==> src/rtl/instr_disp_pkg.sv <==
// Shared types and constants for the instruction dispatcher and its FIFO.
package instr_disp_pkg;

  typedef enum logic [1:0] {
    StIdle,
    StIssue,
    StRelease,
    StBackoff
  } disp_state_e;

  // Instruction field slices as seen by the instruction register.
  localparam int unsigned MNM_MSB = 7;
  localparam int unsigned MNM_LSB = 6;
  localparam int unsigned WA_MSB  = 5;
  localparam int unsigned WA_LSB  = 4;
  localparam int unsigned RD_MSB  = 3;
  localparam int unsigned RD_LSB  = 0;

  localparam int unsigned ACK_MIN_LATENCY = 3;

endpackage

==> src/rtl/instr_fifo.sv <==
// Synchronous FIFO buffering upstream instructions; head is the oldest entry.
module instr_fifo #(
  parameter int unsigned DEPTH = 4,
  parameter int unsigned WIDTH = 8
) (
  input  logic             clk,
  input  logic             rst,
  input  logic             push_i,
  input  logic             pop_i,
  input  logic [WIDTH-1:0] wdata_i,
  output logic [WIDTH-1:0] head_o,
  output logic             full_o,
  output logic             empty_o
);

  localparam int unsigned AW = $clog2(DEPTH);
  localparam int unsigned CW = AW + 1;

  logic [WIDTH-1:0] mem_q [DEPTH];
  logic [AW-1:0]    wptr_q, rptr_q;
  logic [CW-1:0]    count_q;
  logic             do_push, do_pop;

  assign full_o  = (count_q == CW'(DEPTH));
  assign empty_o = (count_q == '0);
  assign head_o  = mem_q[rptr_q];
  assign do_push = push_i && !full_o;
  assign do_pop  = pop_i && !empty_o;

  always_ff @(posedge clk) begin
    if (do_push) begin
      mem_q[wptr_q] <= wdata_i;
    end
  end

  always_ff @(posedge clk) begin
    if (!rst) begin
      wptr_q  <= '0;
      rptr_q  <= '0;
      count_q <= '0;
    end else begin
      if (do_push) wptr_q <= wptr_q + AW'(1);
      if (do_pop)  rptr_q <= rptr_q + AW'(1);
      case ({do_push, do_pop})
        2'b10:   count_q <= count_q + CW'(1);
        2'b01:   count_q <= count_q - CW'(1);
        default: count_q <= count_q;
      endcase
    end
  end

endmodule

==> src/rtl/instruction_dispatcher.sv <==
// Issues buffered instructions to the instruction register with an ena/ack handshake,
// ack timeout, bounded retry and done/err reporting.
module instruction_dispatcher
  import instr_disp_pkg::*;
#(
  parameter int unsigned DEPTH     = 4,
  parameter int unsigned TIMEOUT   = 8,
  parameter int unsigned MAX_RETRY = 2
) (
  input  logic       clk,
  input  logic       rst,
  input  logic [7:0] in_data,
  input  logic       in_valid,
  output logic       in_ready,
  output logic [7:0] data_out,
  output logic       ena,
  input  logic       ack,
  output logic       busy,
  output logic       done,
  output logic       err,
  output logic [3:0] err_count
);

  localparam int unsigned TW = $clog2(TIMEOUT);
  localparam int unsigned RW = (MAX_RETRY > 0) ? $clog2(MAX_RETRY + 1) : 1;

  logic       push, pop, full, empty;
  logic [7:0] head;

  disp_state_e   state_q, state_d;
  logic [7:0]    data_q, data_d;
  logic          ena_q, ena_d;
  logic [TW-1:0] tcnt_q, tcnt_d;
  logic [RW-1:0] retry_q, retry_d;
  logic [3:0]    errc_q, errc_d;
  logic          accept, timeout, exhausted, discard;

  assign in_ready = rst && !full;
  assign push     = in_valid && in_ready;

  instr_fifo #(
    .DEPTH(DEPTH),
    .WIDTH(8)
  ) u_fifo (
    .clk    (clk),
    .rst    (rst),
    .push_i (push),
    .pop_i  (pop),
    .wdata_i(in_data),
    .head_o (head),
    .full_o (full),
    .empty_o(empty)
  );

  always_comb begin
    // A stale ack held over from before ISSUE is never taken in the first ISSUE cycle.
    accept    = (state_q == StIssue) && ack && (tcnt_q != '0);
    timeout   = (state_q == StIssue) && !accept && (tcnt_q == TW'(TIMEOUT - 1));
    exhausted = (retry_q >= RW'(MAX_RETRY));
    discard   = timeout && exhausted;
    pop       = accept || discard;

    state_d = state_q;
    data_d  = data_q;
    ena_d   = ena_q;
    tcnt_d  = tcnt_q;
    retry_d = retry_q;
    errc_d  = errc_q;

    unique case (state_q)
      StIdle: begin
        if (!empty) begin
          state_d = StIssue;
          data_d  = head;
          ena_d   = 1'b1;
          tcnt_d  = '0;
          retry_d = '0;
        end
      end
      StIssue: begin
        if (accept) begin
          state_d = StRelease;
          ena_d   = 1'b0;
        end else if (timeout) begin
          state_d = StBackoff;
          ena_d   = 1'b0;
          tcnt_d  = '0;
          if (exhausted) begin
            retry_d = '0;
            if (errc_q != 4'hF) errc_d = errc_q + 4'd1;
          end else begin
            retry_d = retry_q + RW'(1);
          end
        end else begin
          tcnt_d = tcnt_q + TW'(1);
        end
      end
      StRelease: begin
        if (!ack) begin
          if (!empty) begin
            state_d = StIssue;
            data_d  = head;
            ena_d   = 1'b1;
            tcnt_d  = '0;
            retry_d = '0;
          end else begin
            state_d = StIdle;
          end
        end
      end
      StBackoff: begin
        // After a discard the popped head is already the next entry; otherwise it is unchanged.
        if (!empty) begin
          state_d = StIssue;
          data_d  = head;
          ena_d   = 1'b1;
          tcnt_d  = '0;
        end else begin
          state_d = StIdle;
        end
      end
      default: state_d = StIdle;
    endcase
  end

  always_ff @(posedge clk) begin
    if (!rst) begin
      state_q <= StIdle;
      data_q  <= '0;
      ena_q   <= 1'b0;
      tcnt_q  <= '0;
      retry_q <= '0;
      errc_q  <= '0;
    end else begin
      state_q <= state_d;
      data_q  <= data_d;
      ena_q   <= ena_d;
      tcnt_q  <= tcnt_d;
      retry_q <= retry_d;
      errc_q  <= errc_d;
    end
  end

  assign data_out  = data_q;
  assign ena       = ena_q;
  assign err_count = errc_q;
  assign busy      = !empty || (state_q != StIdle);
  assign done      = accept;
  assign err       = discard;

endmodule
==> config.mk <==
export PLATFORM = sky130hd
export DESIGN_NAME = instruction_dispatcher
export DESIGN_NICKNAME = d
export VERILOG_FILES = /design/src/rtl/instr_disp_pkg.sv /design/src/rtl/instr_fifo.sv /design/src/rtl/instruction_dispatcher.sv
export SDC_FILE = /design/constraint.sdc
export NUM_CORES = 1
export LEC_CHECK = 0
export CORE_MARGIN = 10
export CORE_UTILIZATION = 42
export DETAILED_ROUTE_END_ITERATION = 8
export PLACE_DENSITY = 0.63
export SKIP_CTS_REPAIR_TIMING = 1
export SLEW_MARGIN = 25
export SYNTH_ARGS = -nofsm -noshare
export SYNTH_HDL_FRONTEND = slang
export SYNTH_HIERARCHICAL = 1
export SYNTH_SLANG_ARGS = --single-unit
export TNS_END_PERCENT = 10
==> constraint.sdc <==
create_clock -name clk -period 2.5 [get_ports clk]
set_input_delay 0.375 -clock clk [delete_from_list [all_inputs] [get_ports clk]]
set_output_delay 0.375 -clock clk [all_outputs]
set_load 0.02 [all_outputs]
; ---- After elaboration in Yosys (flattened, before gate mapping)
; Memory sizes are Yosys's and may differ from the RTL's. A register that Yosys moved wholly into a read port is not among the register bits.
; Cells that the tools add are included.
[word_totals]
inputBits = 12
out_inout_bits = 17
ram_bits = 32
n_memories = 1
register_bits = 27
[memory_table]
columns = memory, words, word_bits, rd, rd_ports_with_merged_regs, write_ports, line
row1 = u_fifo.mem_q, 4, 8, 1, 1, 1, instr_fifo.sv:19  ; logic [WIDTH-1:0] mem_q [DEPTH];
[op_classes]
eq_ne = 13
add_sub_neg = 7
n_reduce_logical = 28
n_mux = 30
n_lt_le_gt_ge = 1
n_bitwise = 1
[op_table]
columns = cell, count
row1 = 2-bit 2-to-1 mux, 11
row2 = 8-bit 2-to-1 mux, 2
row3 = 8-bit case mux with 2 select lines, 1
row4 = 3-bit 2-to-1 mux, 4
row5 = 1-bit logical AND, 9
row6 = 3-bit case mux with 3 select lines, 1
row7 = "2-bit != test, second input constant", 4
row8 = 2-bit case mux with 4 select lines, 1
row9 = 1-bit 2-to-1 mux, 7
row10 = "2-bit by 1-bit adder with 2-bit output, second input constant", 3
row11 = "3-bit by 1-bit adder with 3-bit output, second input constant", 2
row12 = "2-bit == test, second input constant", 3
row13 = "3-bit == test, second input constant", 2
row14 = 2-bit case mux with 3 select lines, 1
row15 = 3-bit case mux with 2 select lines, 1
row16 = 2-bit AND reduction, 3
row17 = 2-bit nonzero test, 3
row18 = 3-bit nonzero test, 2
row19 = 5-bit AND reduction, 1
row20 = "4-bit by 1-bit adder with 4-bit output, second input constant", 1
row21 = "2-bit by 1-bit == test with 1-bit output, second input constant", 2
row22 = "4-bit != test, second input constant", 1
row23 = 4-bit AND reduction, 1
row24 = 1-bit zero test, 3
row25 = 10 further kinds, 11

; ---- Logic depth before layout (Yosys ltp)
; Gate-level depths: netlist (run 1).
[logic_depth]
ltp_word = 11
mapped_depth = 12
depth_no_buf = 12

; ---- Hierarchy
; The synthesis (run 1) kept the hierarchy.
[by_module_without_submodules]
columns = mod, instances, seq_area_each_um2, cells_each, area_per_inst_um2
row1 = instr_fifo, 1, 1141.1, 96, 1644.1
row2 = instruction_dispatcher, 1, 400.4, 103, 950.9

; ---- Worst setup path after synthesis (run 1)
; No wires, ideal clock.
[synth_timing]
path_kind = input -> register
from = input port rst
to = register u_fifo.count_q[2]
setup_time_ns = 0.070
path_slack_ns = 0.050
stages = 12
arrival_ns = 2.380
cell_sequence = clkbuf_1 > nor2b_1 > and2_1 > nor2b_1 > buf_2 > inv_2 > ha_1 > inv_1 > fa_1 > xor2_1 > or3_1 > a21boi_1
[synth_via]
elab_chain_cells = 5
elab_cells_between_ends = 7
classes_between = 2 x eq/ne / 1 x mux / 4 x reduce/logical
[synth_rtl]
columns = item, line
row1 = start: declaration, instruction_dispatcher.sv:11  ; input logic rst,
row2 = 1-bit logical AND *, instruction_dispatcher.sv:38  ; assign in_ready = rst && !full;
row3 = named net in_ready, instruction_dispatcher.sv:14  ; output logic in_ready,
row4 = 1-bit logical AND *, instruction_dispatcher.sv:39  ; assign push = in_valid && in_ready;
row5 = named net push, instruction_dispatcher.sv:27  ; logic push, pop, full, empty;
row6 = 1-bit logical AND *, instr_fifo.sv:27  ; assign do_push = push_i && !full_o;
row7 = 2-bit by 1-bit == test with 1-bit output / 2-bit == test (equally long branches), instr_fifo.sv:44  ; case ({do_push, do_pop})
row8 = 3-bit case mux with 2 select lines / 2-bit nonzero test (equally long branches), n/a
row9 = end signal: assignment, instr_fifo.sv:45  ; 2'b10: count_q <= count_q + CW'(1);
row10 = end signal: assignment, instr_fifo.sv:46  ; 2'b01: count_q <= count_q - CW'(1);
row11 = end signal: assignment, instr_fifo.sv:47  ; default: count_q <= count_q;
row12 = end: declaration, instr_fifo.sv:21  ; logic [CW-1:0] count_q;
; The timed path passes the listed nets; every way through them passes the cells marked *.
; A chain may end at the register's enable or synchronous reset.

; ---- Worst setup path after layout (run 1)
[layout_timing]
from = register tcnt_q[0]
to = register u_fifo.count_q[2]
[layout_via]
elab_chain_cells = 10
elab_cells_between_ends = 13
classes_between = 3 x eq/ne / 1 x mux / 9 x reduce/logical
[layout_rtl]
columns = item, line
row1 = start: declaration, instruction_dispatcher.sv:33  ; logic [TW-1:0] tcnt_q, tcnt_d;
row2 = start signal: assignment, instruction_dispatcher.sv:138  ; tcnt_q <= tcnt_d;
row3 = 3-bit nonzero test, instruction_dispatcher.sv:57  ; accept = (state_q == StIssue) && ack && (tcnt_q != '0);
row4 = 1-bit logical AND, instruction_dispatcher.sv:57
row5 = 1-bit zero test, instruction_dispatcher.sv:58  ; timeout = (state_q == StIssue) && !accept && (tcnt_q == TW'(TIMEOUT - 1));
row6 = 1-bit logical AND (2 in series), instruction_dispatcher.sv:58
row7 = 1-bit logical AND, instruction_dispatcher.sv:60  ; discard = timeout && exhausted;
row8 = 1-bit logical OR *, instruction_dispatcher.sv:61  ; pop = accept || discard;
row9 = named net pop, instruction_dispatcher.sv:27
row10 = 1-bit logical AND *, instr_fifo.sv:28  ; assign do_pop = pop_i && !empty_o;
row11 = named net u_fifo.do_pop, instr_fifo.sv:22  ; logic do_push, do_pop;
row12 = 2-bit by 1-bit == test with 1-bit output / 2-bit == test (equally long branches), instr_fifo.sv:44
row13 = 3-bit case mux with 2 select lines / 2-bit nonzero test (equally long branches), n/a
; Marks and branches as above.

==> results.txt, run 1 <==
----------------------------------------------------
[STA]
  Least-Margin Pin Slew ... 523 ps
  Layout Skew ... ~6 ps
  Post-route worst hold slack ... approximately 470 ps
  Setup repair after global routing missed its margin ... no
  Worst-case headroom to the max-slew limit ... between 60% and 70%
  Maximum operating frequency ... roughly 0.43 GHz
  Worst setup slack after layout ... 194 ps
  Min Clock Period, post-route ... 2310 ps
  Final worst path period share ... about 92%
  Final hold violation count ... 0
  Final Slew Violations ... 0
  Number of setup violations in the final report ... 0

[Logic synthesis]
  Synth warnings ... 6
  Syn_area_per_cell ... 13.0 µm²
  Proportion of synthesized flip-flops having asynchronous set or reset ... 0%
  EDFF count, synth ... 32
  Netlist Area Pre-Place ... about 2600 µm²
  Synthesized Nets ... 221
  Cell variety after synth ... 39
  Register bit count reported by yosys ... 61
  Cell count after synthesis ... about 200
  Post-synthesis sequential area ratio ... about 59%
  Top FF cell, synth ... sky130_fd_sc_hd__edfxtp_1

[Critical path]
  Cell type of the slowest stage on the worst timing path ... sky130_fd_sc_hd__fa_1
  Critical path type ... reg2reg
  Worst EP required ... around 2800 ps
  Data arrival time of the critical path ... between 2000 and 3000 ps
  Capture point of the worst reg-to-reg path ... u_fifo/count_q[2]
  Reg-to-reg critical path startpoint ... tcnt_q[0]
  Crit start category ... register
  Cell repeated most along the worst path ... sky130_fd_sc_hd__inv_1
  Maximum fanout count along the critical path ... 3
  Internal reg-to-reg setup slack ... around 200 ps
  Slowest Stage Delay on Critical Path ... roughly 370 ps
  CP cell instances ... inv_1 > ha_1 > nand2b_1 > nand2_2 > a21oi_2 > nor2b_4 > ha_4 > inv_1 > fa_1 > xor2_1 > or3_1 > a21boi_1
  Number of cells on the worst reg-to-reg path ... 12
  Nature of the critical path endpoint ... register

[Worst hold path]
  Hold path startpoint ... tcnt_q[0]
  Hold path cells ... 2
  Hold/Removal Path Class ... reg2reg
  Hold endpoint ... tcnt_q[0]

[Detailed routing]
  Number of violations reported at the end of detailed-routing iteration 0 ... between 70 and 80
  DRC violation count after routing ... 0
  Number of optimization iterations in the first detailed-route pass ... 4
  Final WL ... roughly 4600 µm
  Vias/cell ... ~5
  Post-detailed-route wirelength per cell ... approximately 14 µm
  Post-route antenna net violation count ... 0
  Routed vias ... 1590

[Clock network]
  TritonCTS clock tree ... built
  Clock input transition at the sequential cells of the worst setup and hold paths ... approximately 70 ps
  Maximum root-to-sink buffer count ... 2
  Later-pin clock latency in the skew report ... between 300 and 400 ps
  Clock sink count ... 61
  Cell chosen for the clock root ... sky130_fd_sc_hd__clkbuf_8
  Clock buffers created by TritonCTS ... 9
  CTS H-tree lvls ... 3

[Finish]
  Ant. Diodes ... 0
  Final-stage net count ... about 270
  Fraction of layout cells with a size suffix above 1 ... 20.2%
  Area growth from synthesis to layout ... 24.7%

[Floorplan]
  Die Area ... a little under 10000 µm²
  Die span in y ... roughly 100 µm
  Site Rows ... 28
  Overall die width ... 98.6 µm
  I/O pin total ... 29
  Initial cell density of the core ... 43.6%
  Area of the placeable core ... just under 6000 µm²

[Power]
  Pwr per Cell Area ... ~650 nW/µm²
  Worst voltage drop across the vdd grid ... 0.373 mV
  Standby leakage power ... about 1.1 nW

[Global routing]
  Via count of the first global-routing pass ... around 1600
  First-pass GRT wire length ... approximately 8000 µm
  Overall track demand over capacity in global routing ... under 10%
  Largest net degree at the start of global routing ... 37
  Antenna violations before repair ... 0
  Global-route congestion overflow total ... 0

[Placement]
  PortBufs ... 28
  Post-Place Worst Slack ... -133 ps
  Placer's final routability congestion estimate ... approximately 0.69
  Dpl hpwl ... ~3200 µm

[Flow run]
  Number of max-capacitance violations reported ... 0

[Status]
  Run status ... complete, no violations

----------------------------------------------------
synth_stat cells (2+ instances only):
master                      n  area [µm²]
sky130_fd_sc_hd__nand4_1    3        18.8
sky130_fd_sc_hd__o21ai_0   10        50.1
sky130_fd_sc_hd__a21oi_1    3        15.0
sky130_fd_sc_hd__nor3_1     2        10.0
sky130_fd_sc_hd__nand2b_1   3        18.8
sky130_fd_sc_hd__nand2_1   18        67.6
sky130_fd_sc_hd__clkbuf_1   5        18.8
sky130_fd_sc_hd__edfxtp_1  32         961
sky130_fd_sc_hd__buf_2      2        10.0
sky130_fd_sc_hd__nor2_1     5        18.8
sky130_fd_sc_hd__mux2i_1   13         130
sky130_fd_sc_hd__mux4_2     8         180
sky130_fd_sc_hd__and2_1     8        50.1
sky130_fd_sc_hd__inv_1      8        30.0
sky130_fd_sc_hd__or3_1      3        18.8
sky130_fd_sc_hd__ha_1       9         113
sky130_fd_sc_hd__a21boi_1   3        22.5
sky130_fd_sc_hd__nor2b_1   12        75.1
sky130_fd_sc_hd__nand3_1    4        20.0
sky130_fd_sc_hd__dfxtp_1   29         581
cells by family (layout without fill, tap and decap cells):
logic type / Yosys count / after routing / share of synthesized area (%)
buffers and inverters: 17 / 66 / 2.70
adders and majority gates: 10 / 10 / 5.11
and+or+nand+nor: 67 / 67 / 14.9
xor gates and xnor gates: 2 / 2 / 0.675
AOI/OAI and AO/OA: 21 / 21 / 5.30
DFF: 61 / 61 / 59.4
muxes: 21 / 21 / 12.0
through the flow:
stage	std cells	utilization (%)	setup TNS [ps]	cell area (µm²)	power, mW
6_report	323	54.3	0	3240	2.10
5_1_grt	323	54.3	0	3240	2.21
4_1_cts	322	53.7	0	3200	2.13
3_5_place_dp	306	50.8	-133	3020	1.37
3_3_place_gp	306	50.8	-73.6	3020	1.36
2_1_floorplan	199	-	0	2590	1.26
report_power, final:
part	switching (mW)	internal, mW
registers	0.0218	1.09
clock network	0.393	0.362
logic	0.116	0.119
layout make-up:
cell class                      count  area, µm²
Fill cell                         527       2720
Sequential cell                    61       1540
Multi-Input combinational cell    121       1010
Timing Repair Buffer               41        380
Clock buffer                        9        124
Tap cell                           75       93.8
Clock inverter                      7       51.3
Inverter                            9       33.8
worst max path at each step:
stage | from | end | slack [ps] | cells after the start
6_report | tcnt_q[0] | u_fifo/count_q[2] | 190 | 12
3_5_place_dp | ack | u_fifo/count_q[2] | -130 | 10
2_1_floorplan | rst | u_fifo/count_q[2] | 50 | 12
4_1_cts | tcnt_q[0] | u_fifo/count_q[2] | 0.1 | 12
5_1_grt | tcnt_q[0] | u_fifo/count_q[2] | 7 | 12
3_3_place_gp | ack | u_fifo/count_q[2] | -70 | 10
metal layers:
layer  vias to the layer above  track usage (%)  part of all wire (%)
met1                       751             12.8                    48
met3                         7             2.51                   4.3
met5                         -                0                     0
li1                        802                -                     -
met2                        30             14.6                    45
met4                         0             6.28                   2.3
cell usage in the layout, fill, tap and decap left out, drive strengths merged, types with 2 or more instances in the layout:
cell type	n
edfxtp	32
dfxtp	29
clkdlybuf4s50	27
nand2	18
mux2i	13
buf	13
nor2b	12
o21ai	10
inv	10
clkbuf	9
ha	9
and2	8
mux4	8
nor2	5
nand3	4
nand2b	4
a21boi	4
clkinv	4
or3	3
nand4	3
a21oi	3
nor3	3
clkinvlp	2
a211o	2
worst max-delay path, delay by kind of cell, from the launching register on:
| kind | cells | cell delay [ps] |
|---|---|---|
| adder cells (fa/ha/maj) | 3 | 690 |
| AND/OR/NAND/NOR | 4 | 680 |
| flip-flops | 1 | 340 |
| AO/OA/AOI/OAI | 2 | 290 |
| XOR/XNOR | 1 | 150 |
| buffers and inverters | 2 | 90 |
state kept, by name (all words and copies together), names as in the netlist, named ones only:
register        flops
u_fifo/wptr_q       2
err_count           4
u_fifo/rptr_q       2
ena                 1
data_out            8
state_q             2
u_fifo/mem_q       32
retry_q             2
tcnt_q              3
u_fifo/count_q      3
(Power assumes the default switching activity.)
==> run 2, diff against run 1 <==
Settings changed: SLEW_MARGIN 25 to 20.
==> results of run 2 <==
The final DEF is identical to that of run 1; final timing and power are the same.
==> run 3, diff against run 2 <==
Settings changed: CORE_MARGIN 10 to 2.
==> results.txt, run 3 (synthesis results as in run 1) <==
----------------------------------------------------
[Status]
  Run status ... complete, no violations

[STA]
  Least-Margin Pin Slew ... roughly 540 ps
  Worst-case headroom to the max-slew limit ... a little under two thirds
  Number of setup violations in the final report ... 0
  Total negative slack ... 0 ps
  Maximum operating frequency ... approximately 0.43 GHz
  Min Clock Period, post-route ... roughly 2300 ps
  Final Slew Violations ... 0
  Final hold violation count ... 0
  Post-route worst hold slack ... around 470 ps
  Worst setup slack after layout ... about 170 ps
  Layout Skew ... 7.23 ps
  Final worst path period share ... between 90 and 100%

[Floorplan]
  I/O pin total ... 29
  Die Area ... a little under 7000 µm²
  Die span in y ... just over 80 µm
  Overall die width ... ~83 µm
  Site Rows ... 28
  Initial cell density of the core ... between 40 and 50%
  Area of the placeable core ... just under 6000 µm²

[Global routing]
  Met1 global-route usage ... between 10% and 20%
  Largest net degree at the start of global routing ... 37
  First-pass GRT wire length ... between 6000 and 7000 µm
  Met2 usage in global routing ... 18.7%
  GRT met3 Usage ... 5.87%
  Via count of the first global-routing pass ... 1411
  Busiest layer in global routing ... met1
  Antenna violations before repair ... 0
  Overall track demand over capacity in global routing ... 14.1%
  Global-route congestion overflow total ... 0

[Critical path]
  Cell family with the largest share of critical-path delay ... simple AND/OR/NAND/NOR gates
  Buffers and inverters on the worst path ... 2
  Worst EP required ... 2770 ps
  Cell repeated most along the worst path ... sky130_fd_sc_hd__inv_1
  Nature of the critical path endpoint ... register
  Slowest Stage Delay on Critical Path ... between 300 and 400 ps
  Maximum fanout count along the critical path ... 3
  Critical path type ... reg2reg
  Data arrival time of the critical path ... 2590 ps
  CP cell instances ... inv_1 > ha_1 > nand2b_1 > nand2_2 > a21oi_2 > nor2b_4 > ha_4 > inv_1 > fa_2 > xor2_1 > or3_1 > a21boi_1
  Crit start category ... register
  Cell type of the slowest stage on the worst timing path ... sky130_fd_sc_hd__dfxtp_2

[Flow run]
  Number of max-capacitance violations reported ... 0

[Finish]
  Util after Layout ... 54.7%
  Commonest non-fill, non-tap cell in the layout ... sky130_fd_sc_hd__edfxtp_1
  Final non-filler cell total ... around 320
  Fraction of layout cells with a size suffix above 1 ... roughly a fifth
  Final-stage net count ... around 260
  Final instance area ... between 3000 and 4000 µm²
  Combined flip-flop and latch cell area ... between 1500 and 2000 µm²
  Total area of multi-input combinational cells ... 1020 µm²
  Most used cells in the layout excluding fill and tap cells ... 32 x sky130_fd_sc_hd__edfxtp_1, 27 x sky130_fd_sc_hd__dfxtp_1, 27 x sky130_fd_sc_hd__clkdlybuf4s50_1, 17 x sky130_fd_sc_hd__nand2_1, 13 x sky130_fd_sc_hd__mux2i_1
  Ant. Diodes ... 0
  Max reg flops ... 32
  Area growth from synthesis to layout ... 25.7%
  Filler Cells Inserted ... around 520
  Register with the most flip-flops ... u_fifo/mem_q

[Placement]
  Post-Place Worst Slack ... -195 ps
  DP Area ... 3010 µm²
  PortBufs ... 28
  Placer's final routability congestion estimate ... about 0.71
  Number of cells in the design after placement ... roughly 300
  Dpl hpwl ... 2860 µm

[Detailed routing]
  Number of optimization iterations in the first detailed-route pass ... 4
  Final WL ... around 4200 µm
  Number of violations reported at the end of detailed-routing iteration 0 ... slightly above 60
  Routed vias ... about 1600
  Post-route antenna net violation count ... 0
  Post-detailed-route wirelength per cell ... ~13 µm
  Vias/cell ... ~4.8
  DRC violation count after routing ... 0

[Power]
  Logic gate share of total power ... a little over a tenth
  Pwr per Cell Area ... 678 nW/µm²
  Pwr Total ... ~2.2 mW
  Standby leakage power ... about 1.1 nW
  Switching portion of total power ... roughly a quarter
  Worst voltage drop across the vdd grid ... around 0.38 mV
  Sequential group share of total power ... around half
  Internal power consumption ... around 1.7 mW
  Net switching component of the power ... between 500 and 600 µW
  Clk network pwr share ... 39.4%

[Clock network]
  Clock sink count ... between 60 and 70
  Later-pin clock latency in the skew report ... approximately 340 ps
  Cell chosen for the clock root ... sky130_fd_sc_hd__clkbuf_8
  CTS H-tree lvls ... 3
  Clock input transition at the sequential cells of the worst setup and hold paths ... about 70 ps
  Clock buffers created by TritonCTS ... 9
  TritonCTS clock tree ... built
  Maximum root-to-sink buffer count ... 2

[Worst hold path]
  Hold/Removal Path Class ... reg2reg

----------------------------------------------------
run 3: changes by cell type in the layout (fill, tap and decap cells not counted), sizes merged:
cell | before | now
clkinvlp | 2 | 0
buf | 13 | 12
bufinv | 0 | 1
clkinv | 4 | 5
run 3: power groups by stage:
stage          registers, mW  clock network, mW  logic, mW
2_1_floorplan           1.14                  0      0.118
3_3_place_gp            1.13                  0      0.226
3_5_place_dp            1.13                  0      0.228
4_1_cts                 1.11              0.899      0.229
5_1_grt                 1.11              0.951      0.254
6_report                1.11              0.871      0.230
run 3: path summary, 6_finish.rpt:
kind / startpoint / end / slack (ps) / cells past startpoint
worst max-delay path: tcnt_q[0] / u_fifo/count_q[2] / 170 / 12
worst min register to register: tcnt_q[1] / tcnt_q[1] / 470 / 2
worst max register to register: tcnt_q[0] / u_fifo/count_q[2] / 170 / 12
worst min-delay path: tcnt_q[1] / tcnt_q[1] / 470 / 2
run 3: cell type report:
type,count,share of cell area (%)
inverters,9,1.04
clock inverters,7,2.30
well taps,75,2.88
clock buffers,9,3.80
flip-flops and latches,61,47.4
repair buffers,40,11.4
multi-input cells,121,31.2
run 3: per-layer routing:
metal	part of all wire, %	routed length [µm]
met1	50	2110
met2	43	1840
met3	4.7	198
met4	2.1	89
met5	0	0
run 3: tightest hold or removal path, cell delays in order (launching register included):
cell,delay [ps]
sky130_fd_sc_hd__dfxtp_2,330
sky130_fd_sc_hd__nand2_1,50
sky130_fd_sc_hd__o21ai_0,60
